**src/rtl/softmax_ctrl_pkg.sv**
```systemverilog
// Shared types and constants for the softmax pass sequencer.
// Provides state/phase encodings plus latency clamping used when sizing delay lines.
package softmax_ctrl_pkg;

   typedef enum logic [2:0] {
      ST_IDLE,
      ST_MAX,
      ST_SUM,
      ST_LN,
      ST_NORM,
      ST_DONE
   } state_e;

   typedef enum logic [1:0] {
      PH_IDLE = 2'd0,
      PH_MAX  = 2'd1,
      PH_SUM  = 2'd2,
      PH_NORM = 2'd3
   } phase_e;

   localparam int LAT_MIN  = 0;
   localparam int LAT_MAX  = 7;
   localparam int CNT_XTRA = 4;

   function automatic int clamp_lat(input int lat);
      if (lat > LAT_MAX) return LAT_MAX;
      if (lat < LAT_MIN) return LAT_MIN;
      return lat;
   endfunction

   // LN and DONE deliberately report idle: no RAM traffic happens in them.
   function automatic phase_e state_phase(input state_e s);
      case (s)
         ST_MAX:  return PH_MAX;
         ST_SUM:  return PH_SUM;
         ST_NORM: return PH_NORM;
         default: return PH_IDLE;
      endcase
   endfunction

endpackage

```
**src/rtl/ctrl_delay_line.sv**
```systemverilog
// Fixed-depth shift register cleared by synchronous reset; shifts every cycle.
// DEPTH cycles of latency, zero depth is a straight wire; no backpressure.
module ctrl_delay_line #(
   parameter int W     = 1,
   parameter int DEPTH = 1
) (
   input  logic         clk,
   input  logic         reset,
   input  logic [W-1:0] din,
   output logic [W-1:0] dout
);

   generate
      if (DEPTH == 0) begin : g_wire
         assign dout = din;
      end else begin : g_pipe
         logic [W-1:0] pipe_q [DEPTH];
         logic [W-1:0] pipe_d [DEPTH];

         always_comb begin
            pipe_d[0] = din;
            for (int i = 1; i < DEPTH; i++) begin
               pipe_d[i] = pipe_q[i-1];
            end
         end

         always_ff @(posedge clk) begin
            if (reset) begin
               for (int i = 0; i < DEPTH; i++) begin
                  pipe_q[i] <= '0;
               end
            end else begin
               for (int i = 0; i < DEPTH; i++) begin
                  pipe_q[i] <= pipe_d[i];
               end
            end
         end

         assign dout = pipe_q[DEPTH-1];
      end
   endgenerate

endmodule

```
**src/rtl/softmax_seq_ctrl.sv**
```systemverilog
// Address/enable sequencer for the 4-lane softmax: MAX, SUM, one ln launch, NORM, DONE.
// Run of n chunks takes 3n+5+lat cycles; start is ignored while busy, no data backpressure.
module softmax_seq_ctrl
   import softmax_ctrl_pkg::*;
#(
   parameter int ADDR_W  = 4,
   parameter int RD_LAT  = 1,
   parameter int SUM_LAT = 2,
   parameter int LN_LAT  = 1,
   parameter int OUT_LAT = 1
) (
   input  logic              clk,
   input  logic              reset,
   input  logic              start,
   input  logic [ADDR_W-1:0] num_chunks,
   output logic              busy,
   output logic              done,
   output logic [1:0]        phase,
   output logic              rd_en,
   output logic [ADDR_W-1:0] rd_addr,
   output logic              max_clr,
   output logic              max_en,
   output logic              acc_clr,
   output logic              acc_en,
   output logic              ln_start,
   output logic              wr_en,
   output logic [ADDR_W-1:0] wr_addr
);

   localparam int CW     = ADDR_W + CNT_XTRA;
   localparam int MAX_L  = clamp_lat(RD_LAT);
   localparam int SUM_L  = clamp_lat(RD_LAT) + clamp_lat(SUM_LAT);
   localparam int LN_L   = clamp_lat(LN_LAT);
   localparam int NORM_L = clamp_lat(RD_LAT) + clamp_lat(OUT_LAT);

   state_e            state_q, state_d;
   logic [CW-1:0]     cnt_q, cnt_d;
   logic [ADDR_W-1:0] n_q, n_d;
   logic [CW-1:0]     last_cnt;
   logic              rd_act;

   logic              busy_q, busy_d;
   logic              done_q, done_d;
   phase_e            phase_q, phase_d;
   logic              rd_en_q, rd_en_d;
   logic [ADDR_W-1:0] rd_addr_q, rd_addr_d;
   logic              max_clr_q, max_clr_d;
   logic              acc_clr_q, acc_clr_d;
   logic              ln_start_q, ln_start_d;

   // Final count of the current phase: read window plus the pipeline drain.
   always_comb begin
      last_cnt = '0;
      case (state_q)
         ST_MAX:  last_cnt = CW'(n_q) + CW'(MAX_L)  - CW'(1);
         ST_SUM:  last_cnt = CW'(n_q) + CW'(SUM_L)  - CW'(1);
         ST_LN:   last_cnt = CW'(LN_L);
         ST_NORM: last_cnt = CW'(n_q) + CW'(NORM_L) - CW'(1);
         default: last_cnt = '0;
      endcase
   end

   always_comb begin
      state_d = state_q;
      cnt_d   = cnt_q + CW'(1);
      n_d     = n_q;
      case (state_q)
         ST_IDLE: begin
            cnt_d = '0;
            if (start) begin
               n_d     = num_chunks;
               state_d = (num_chunks == '0) ? ST_DONE : ST_MAX;
            end
         end
         ST_MAX:  if (cnt_q == last_cnt) begin state_d = ST_SUM;  cnt_d = '0; end
         ST_SUM:  if (cnt_q == last_cnt) begin state_d = ST_LN;   cnt_d = '0; end
         ST_LN:   if (cnt_q == last_cnt) begin state_d = ST_NORM; cnt_d = '0; end
         ST_NORM: if (cnt_q == last_cnt) begin state_d = ST_DONE; cnt_d = '0; end
         default: begin
            state_d = ST_IDLE;
            cnt_d   = '0;
         end
      endcase

      // Outputs are decoded from the next state so they register cleanly.
      rd_act     = ((state_d == ST_MAX) || (state_d == ST_SUM) || (state_d == ST_NORM))
                   && (cnt_d < CW'(n_d));
      rd_en_d    = rd_act;
      rd_addr_d  = rd_act ? cnt_d[ADDR_W-1:0] : '0;
      max_clr_d  = (state_d == ST_MAX) && (cnt_d == '0);
      acc_clr_d  = (state_d == ST_SUM) && (cnt_d == '0);
      ln_start_d = (state_d == ST_LN)  && (cnt_d == '0);
      busy_d     = (state_d != ST_IDLE);
      done_d     = (state_d == ST_DONE);
      phase_d    = state_phase(state_d);
   end

   always_ff @(posedge clk) begin
      if (reset) begin
         state_q    <= ST_IDLE;
         cnt_q      <= '0;
         n_q        <= '0;
         busy_q     <= 1'b0;
         done_q     <= 1'b0;
         phase_q    <= PH_IDLE;
         rd_en_q    <= 1'b0;
         rd_addr_q  <= '0;
         max_clr_q  <= 1'b0;
         acc_clr_q  <= 1'b0;
         ln_start_q <= 1'b0;
      end else begin
         state_q    <= state_d;
         cnt_q      <= cnt_d;
         n_q        <= n_d;
         busy_q     <= busy_d;
         done_q     <= done_d;
         phase_q    <= phase_d;
         rd_en_q    <= rd_en_d;
         rd_addr_q  <= rd_addr_d;
         max_clr_q  <= max_clr_d;
         acc_clr_q  <= acc_clr_d;
         ln_start_q <= ln_start_d;
      end
   end

   logic              max_tap, acc_tap, wr_tap;
   logic [ADDR_W-1:0] wr_addr_tap;

   assign max_tap     = rd_en_q && (phase_q == PH_MAX);
   assign acc_tap     = rd_en_q && (phase_q == PH_SUM);
   assign wr_tap      = rd_en_q && (phase_q == PH_NORM);
   assign wr_addr_tap = wr_tap ? rd_addr_q : '0;

   ctrl_delay_line #(.W(1), .DEPTH(MAX_L)) u_max_dly (
      .clk(clk), .reset(reset), .din(max_tap), .dout(max_en)
   );
   ctrl_delay_line #(.W(1), .DEPTH(SUM_L)) u_acc_dly (
      .clk(clk), .reset(reset), .din(acc_tap), .dout(acc_en)
   );
   ctrl_delay_line #(.W(1), .DEPTH(NORM_L)) u_wr_dly (
      .clk(clk), .reset(reset), .din(wr_tap), .dout(wr_en)
   );
   ctrl_delay_line #(.W(ADDR_W), .DEPTH(NORM_L)) u_wra_dly (
      .clk(clk), .reset(reset), .din(wr_addr_tap), .dout(wr_addr)
   );

   assign busy     = busy_q;
   assign done     = done_q;
   assign phase    = phase_q;
   assign rd_en    = rd_en_q;
   assign rd_addr  = rd_addr_q;
   assign max_clr  = max_clr_q;
   assign acc_clr  = acc_clr_q;
   assign ln_start = ln_start_q;

endmodule

```
**config.mk**
```make
export PLATFORM = sky130hd
export DESIGN_NAME = softmax_seq_ctrl
export DESIGN_NICKNAME = d
export VERILOG_FILES = /design/src/rtl/softmax_ctrl_pkg.sv /design/src/rtl/ctrl_delay_line.sv /design/src/rtl/softmax_seq_ctrl.sv
export SDC_FILE = /design/constraint.sdc
export NUM_CORES = 1
export LEC_CHECK = 0
export BUFFER_PORTS_ARGS = -buffer_cell sky130_fd_sc_hd__buf_2
export CORE_MARGIN = 4
export CORE_UTILIZATION = 55
export DETAILED_ROUTE_END_ITERATION = 10
export MAX_ROUTING_LAYER = met4
export PLACE_DENSITY = 0.77
export SYNTH_ARGS = -nofsm -noshare
export SYNTH_HDL_FRONTEND = slang
export SYNTH_SLANG_ARGS = --single-unit
```
**constraint.sdc**
```tcl
create_clock -name clk -period 4.9 [get_ports clk]
set_clock_uncertainty 0.2 [all_clocks]
set_input_delay 0.245 -clock clk [delete_from_list [all_inputs] [get_ports clk]]
set_output_delay 0.245 -clock clk [all_outputs]
set_load 0.02 [all_outputs]
```
# Yosys cells after proc, flatten, opt, wreduce, memory -nomap -nowiden
# Memories as Yosys holds them, arrays and structs flattened.
# Cells that the tools add are included.
[word_totals]
register_bits = 27
memories = 4
elab_cells = 86
ramBits = 14
inputBits = 7
[memory_table]
columns = ["memory", "depth", "word_bits", "read_ports", "rd_clocked_by_memory_dff", "wr", "line_no", "text"]
rows = [
  ["u_wra_dly.g_pipe.pipe_q", 2, 4, 2, 0, 2, "ctrl_delay_line.sv:17", "logic [W-1:0] pipe_q [DEPTH];"],
  ["u_acc_dly.g_pipe.pipe_q", 3, 1, 3, 0, 3, "ctrl_delay_line.sv:17", ""],
  ["u_wr_dly.g_pipe.pipe_q", 2, 1, 2, 0, 2, "ctrl_delay_line.sv:17", ""],
  ["u_max_dly.g_pipe.pipe_q", 1, 1, 1, 0, 1, "ctrl_delay_line.sv:17", ""],
]
[classes]
n_addsub = 7
reduce_logical = 16
n_mux = 26
n_bitwise = 8
n_lt_le_gt_ge = 1
n_eq_ne = 13
[ops]
columns = ["op", "count"]
rows = [
  ["8-bit one-hot mux with 4 select lines", 1],
  ["4-bit 2-to-1 mux", 5],
  ["3-bit 2-to-1 mux", 6],
  ["5-bit by 1-bit subtractor with 6-bit output (second input constant)", 3],
  ["8-bit 2-to-1 mux", 2],
  ["3-bit one-hot mux with 5 select lines", 1],
  ["3-bit by 2-bit equality test with 1-bit output (second input constant)", 4],
  ["4-bit by 2-bit adder with 5-bit output (second input constant)", 2],
  ["1-bit 2-to-1 mux", 10],
  ["3-bit equality test (second input constant)", 3],
  ["8-bit by 1-bit adder with 8-bit output (second input constant)", 1],
  ["8-bit equality test", 1],
  ["8-bit zero test", 1],
  ["8-bit by 4-bit < comparator with 1-bit output", 1],
  ["1-bit logical AND", 7],
  ["1-bit bitwise OR", 7],
  ["3-bit by 1-bit equality test with 1-bit output (second input constant)", 2],
  ["2-bit one-hot mux with 3 select lines", 1],
  ["4-bit by 1-bit adder with 5-bit output (second input constant)", 1],
  ["2-bit equality test (second input constant)", 2],
  ["4-bit zero test", 1],
  ["4-bit OR reduction", 1],
  ["3-bit zero test", 1],
  ["3-bit nonzero test", 1],
  ["other kinds (5)", 6],
]

# Logic depth before layout (Yosys ltp)
[logic_depth]
ltp_word = 12
ltp_mapped = 14
ltp_nobuf = 13

# Cells and area by module
# From an unflattened synthesis, not the netlist that was laid out.
[hier_totals]
cells_unflattened = 219
hier_area_um2 = 2009.4
[modules_own_cells]
columns = ["mod", "area_per_inst_um2", "instances", "seq_area_each_um2", "cells_per_inst"]
rows = [
  ["softmax_seq_ctrl", 1634.1, 1, 540.5, 191],
  ["ctrl_delay_line at u_wra_dly", 210.2, 1, 160.2, 16],
  ["ctrl_delay_line at u_acc_dly", 78.8, 1, 60.1, 6],
  ["ctrl_delay_line at u_wr_dly", 52.6, 1, 40.0, 4],
  ["ctrl_delay_line at u_max_dly", 33.8, 1, 20.0, 2],
]

# Least setup slack after synthesis
# OpenSTA, ideal clock, no wires.
[synth_path]
path_kind = "reg-to-reg"
startpoint = "register n_q[1]"
endpoint = "register rd_addr_q[3] (netlist: rd_addr[3])"
synth_period_minus_slack_ns = 3.723
stages_incl_launch_ff = 15
t_arrival_ns = 3.419
n_path_buf = 2
setup_slack_ns = 1.177
path_cell_list = "dfxtp_1 ha_1 nor4bb_1 nor3_1 xnor2_1 or4_4 buf_6 o31ai_1 buf_2 nor2_1 ha_1 o211a_1 a21boi_0 a21boi_0 a2111oi_2"
[synth_via]
elab_cells_between_ends = 26
classes_between = "add/sub: 6; order compare: 1; eq/ne: 4; mux: 10; bitwise: 1; reduce/logical: 4"
[synth_lines]
columns = ["element", "line_no", "text"]
rows = [
  ["start: declaration", "softmax_seq_ctrl.sv:38", "logic [ADDR_W-1:0] n_q, n_d;"],
  ["start signal: assignment", "softmax_seq_ctrl.sv:114", "n_q <= n_d;"],
  ["4-bit by 2-bit adder with 5-bit output, or another cell as far along", "softmax_seq_ctrl.sv:58", "ST_NORM: last_cnt = CW'(n_q) + CW'(NORM_L) - CW'(1);"],
  ["5-bit by 1-bit subtractor with 6-bit output (on tied branches)", "softmax_seq_ctrl.sv:58, softmax_seq_ctrl.sv:55, softmax_seq_ctrl.sv:56", ""],
  ["8-bit one-hot mux with 4 select lines (*)", "softmax_seq_ctrl.sv:54", "case (state_q)"],
  ["8-bit equality test (*)", "n/a", ""],
  ["8-bit 2-to-1 mux (*) (2 in a row)", "n/a", ""],
  ["net cnt_d[1]", "softmax_seq_ctrl.sv:37", "logic [CW-1:0] cnt_q, cnt_d;"],
  ["8-bit by 4-bit < comparator with 1-bit output (*)", "softmax_seq_ctrl.sv:87", "&& (cnt_d < CW'(n_d));"],
  ["1-bit logical AND (*)", "softmax_seq_ctrl.sv:87", ""],
  ["1-bit NOT (no line) (*)", "n/a", ""],
  ["2-bit OR reduction (no line) (*)", "n/a", ""],
  ["end signal: assignment", "softmax_seq_ctrl.sv:119", "rd_addr_q <= rd_addr_d;"],
  ["end: declaration", "softmax_seq_ctrl.sv:46", "logic [ADDR_W-1:0] rd_addr_q, rd_addr_d;"],
]
# Mark *: on every way through the listed nets, which the timed path passes. The rest lies on a longest branch.
# A chain may end at the register's enable or synchronous reset.

# Final worst setup path
[layout_path]
startpoint = "register state_q[2]"
endpoint = "register rd_addr_q[3] (netlist: rd_addr[3])"
[layout_via]
elab_cells_between_ends = 26
classes_between = "order compare: 1; eq/ne: 8; mux: 10; bitwise: 1; reduce/logical: 6"
[layout_lines]
columns = ["element", "line_no", "text"]
rows = [
  ["start: declaration", "softmax_seq_ctrl.sv:36", "state_e state_q, state_d;"],
  ["start signal: assignment", "softmax_seq_ctrl.sv:112", "state_q <= state_d;"],
  ["3-bit equality test, or another cell as far along", "softmax_seq_ctrl.sv:54, softmax_seq_ctrl.sv:67", ""],
  ["8-bit one-hot mux with 4 select lines", "softmax_seq_ctrl.sv:54", ""],
  ["8-bit equality test", "n/a", ""],
  ["8-bit 2-to-1 mux", "n/a", ""],
  ["8-bit 2-to-1 mux (*)", "n/a", ""],
  ["net cnt_d[3]", "softmax_seq_ctrl.sv:37", ""],
  ["8-bit by 4-bit < comparator with 1-bit output", "softmax_seq_ctrl.sv:87", ""],
  ["1-bit logical AND", "softmax_seq_ctrl.sv:87", ""],
  ["1-bit NOT (no line)", "n/a", ""],
  ["2-bit OR reduction (no line)", "n/a", ""],
]
# Marks and branches as above.

==> results.yml <==
run_status:
  status: "finished clean"
worst_hold_path:
  hp-class: "primary input to flop"
  min_path_cells: 2
  whs_endpoint: "cnt_q[2]$_SDFF_PP0_"
  hold_start: "reset"
synthesis:
  avgSynthCellArea_sq_um: 9.531
  synth_top_area_cell: "dfxtp_1"
  yosys-top-cells-count: "41 x dfxtp_1, 17 x nor2_1, 10 x nor3_1"
  synth_area_sq_um: 1944
  synth_top_area_frac: 0.4221
  synth_edf_count: 0
  synthTopCellsByArea: "dfxtp_1 42%, xnor2_1 4.1%, ha_1 3.9%, nor4bb_1 3.6%, xor2_1 3.6%"
  synth_ff_type: "dfxtp_1"
  synth_cells: 204
  synth-seq-area-share: 0.4221
  synth_most_common_cell: "dfxtp_1"
  async_flop_share: 0
  ys_seq_elements: 41
  synth_nets: 217
  ys_types: 45
  yosysWarnings: 0
finish:
  area_delta_synth_final_pct: 12.03
  fin_nets: 243
  final_util: 0.6477
  drive_gt1_frac: 0.1818
  antennaDiodeCount: 0
clock_tree:
  postCtsSetupBuffers: 0
  insertion_delay_ns: 0.35
  cts_tree: "built"
  htree_levels: 2
  cts_resized: 0
  ctsLongestPathBuffers: 2
  cts_root_buf: "clkbuf_4"
  clock_sinks: 41
  cts_buffers: 5
  clk_pin_slew_ns: 0.13
critical_path:
  reg2reg_depth: 12
  endpoint_kind: "flop"
  crit_type: "flop to flop"
  timing.rr.end: "rd_addr[3]$_SDFF_PP0_"
  cp.arrival_ns: 4.23
  rrSetupSlack_ns: 0.70
  worstSetupStartpointType: "flop"
  critPathMaxFanout: 19
  r2r-start: "state_q[2]$_SDFF_PP0_"
  critPathRequiredTime_ns: 4.92
job:
  cap_violations: 0
floorplan:
  std_cell_rows: 21
  dieArea_sq_um: 4550
  io_pins: 26
  die_x_um: 67.46
  die_h_um: 67.46
  core_area_sq_um: 3363
  initial_core_util: 0.5781
power:
  p_sw_w: 0.0004626
  swShare: 0.4175
  design_power_total_w: 0.001108
  vdd_drop_max_mv: 0.3789
  clkPwrFrac: 0.159
  p_int_w: 0.0006454
  leakage_nw: 0.9289
  p_seq_frac: 0.402
  pwr-share-comb: 0.439
  powerDensity_nw_per_um2: 508.7
detailed_routing:
  via_count: 1552
  drt-initial-drc-count: 72
  drt_pass1_iterations: 4
  post_drt_wl_per_cell_um: 13.46
  vias_per_cell: 5.603
  drtAntennaViolNets: 0
  totalWireLength_um: 3729
  drc: 0
grt:
  grtUsageTotal: 0.1947
  grt_pass1_wl_um: 6423
  grt_max_degree: 31
  grt-ovfl-total: 0
  antenna_found_initial: 0
  grt_pass1_vias: 1402
sta:
  relSlewSlack: 0.5533
  fmax_mhz: 237.9
  fin_crit_ns: 4.203
  fin_setup_tns_ns: 0
  period_share: 0.8577
  maxSlewViolCount: 0
  worst_pin_slew_ns: 0.6631
  finalHoldViolations: 0
  finalSetupViolCount: 0
  rsz0062_at_grt: "false"
place:
  hpwl_um: 2662
  portBuffers: 25
  place_congestion: 0.8437
[power by group through the flow]
stage | clock [W] | sequential (W) | combinational (W)
after floorplan | 0 | 0.000441 | 0.000410
after global placement | 0 | 0.000452 | 0.000479
after detailed placement | 0 | 0.000453 | 0.000484
after CTS | 0.000180 | 0.000445 | 0.000488
after global routing | 0.000193 | 0.000456 | 0.000547
final | 0.000176 | 0.000445 | 0.000487
[stage by stage]
step / hold WS, ns / setup slack [ns] / cells / instance area (sq um)
after floorplan: 0.2081 / 1.177 / 204 / 1944
after global placement: 0.2203 / 0.8199 / 265 / 2076
after detailed placement: 0.2231 / 0.7382 / 265 / 2076
after CTS: 0.1404 / 0.7088 / 277 / 2178
after global routing: 0.1574 / 0.3178 / 277 / 2178
final: 0.1446 / 0.6971 / 277 / 2178
[worst max-delay path by stage]
stage,start,to,slack [ns],cells after the start
3_3_place_gp,state_q[2]$_SDFF_PP0_,rd_addr[3]$_SDFF_PP0_,0.82,12
4_1_cts,state_q[2]$_SDFF_PP0_,rd_en$_SDFF_PP0_,0.71,12
2_1_floorplan,n_q[1]$_SDFF_PP0_,rd_addr[3]$_SDFF_PP0_,1.18,14
3_5_place_dp,state_q[2]$_SDFF_PP0_,rd_en$_SDFF_PP0_,0.74,12
6_report,state_q[2]$_SDFF_PP0_,rd_addr[3]$_SDFF_PP0_,0.70,12
5_1_grt,state_q[2]$_SDFF_PP0_,rd_addr[3]$_SDFF_PP0_,0.32,12
[cell type report]
cell class,instances,area [sq um]
Timing Repair Buffer,31,180.2
Clock inverter,3,25.02
Fill cell,295,1185
Tap cell,46,57.56
Clock buffer,5,37.54
Inverter,5,18.77
Multi-Input combinational cell,146,1039
Sequential cell,41,820.8
[cell usage in the layout, fill, tap and decap left out, drive strengths merged, types with 3 or more instances in the layout]
cell type	n
buf	27
nor3	10
and3	4
nand3	5
o31ai	4
inv	6
nor2	17
dlygate4sd3	4
a211oi	8
a21oi	8
nand2b	3
clkbuf	5
xnor2	9
nor4b	3
nand2	5
xor2	8
or3	5
dfxtp	41
and2	4
nor4bb	7
ha	6
nor2b	9
mux2i	4
nor4	3
o21ai	3
[registers in the layout, summed over array words and instances, names as in the netlist, 2 cells and up]
name                     cells
u_wra_dly.g_pipe.pipe_q      8
phase                        2
cnt_q                        8
state_q                      3
rd_addr                      4
u_acc_dly.g_pipe.pipe_q      3
u_wr_dly.g_pipe.pipe_q       2
n_q                          4
[critical path: stages (launching register included)]
cell and delay [ns]:
dfxtp_1 0.73, nor4bb_1 0.36, nor3_1 0.11, xnor2_1 0.14, or4_4 0.59, o311a_1 0.36
nor2_1 0.27, inv_1 0.08, ha_1 0.31, o211a_1 0.16, a21boi_0 0.33, a21boi_0 0.34
a2111oi_2 0.09
[routing by layer]
layer	share of wire	vias up	wire, um	track usage
met5	0	-	0	-
met3	0.057	8	211	0.05657
met2	0.46	29	1719	0.2871
met4	0.012	0	43	0.05823
li1	-	788	-	-
met1	0.47	727	1755	0.2580
[logic make-up after synthesis]
family          share of synthesized area
compound gates                     0.1396
xor+xnor                          0.07658
buf+inv                           0.04376
flops                              0.4221
mux                               0.02059
simple gates                       0.2529
fa+ha+maj                         0.04440
[repair_timing]
action	CTS	global route
endpoints found under the hold margin	4	0
endpoints found under the setup margin	0	0
hold buffers	4	0
(Power assumes the default switching activity.)
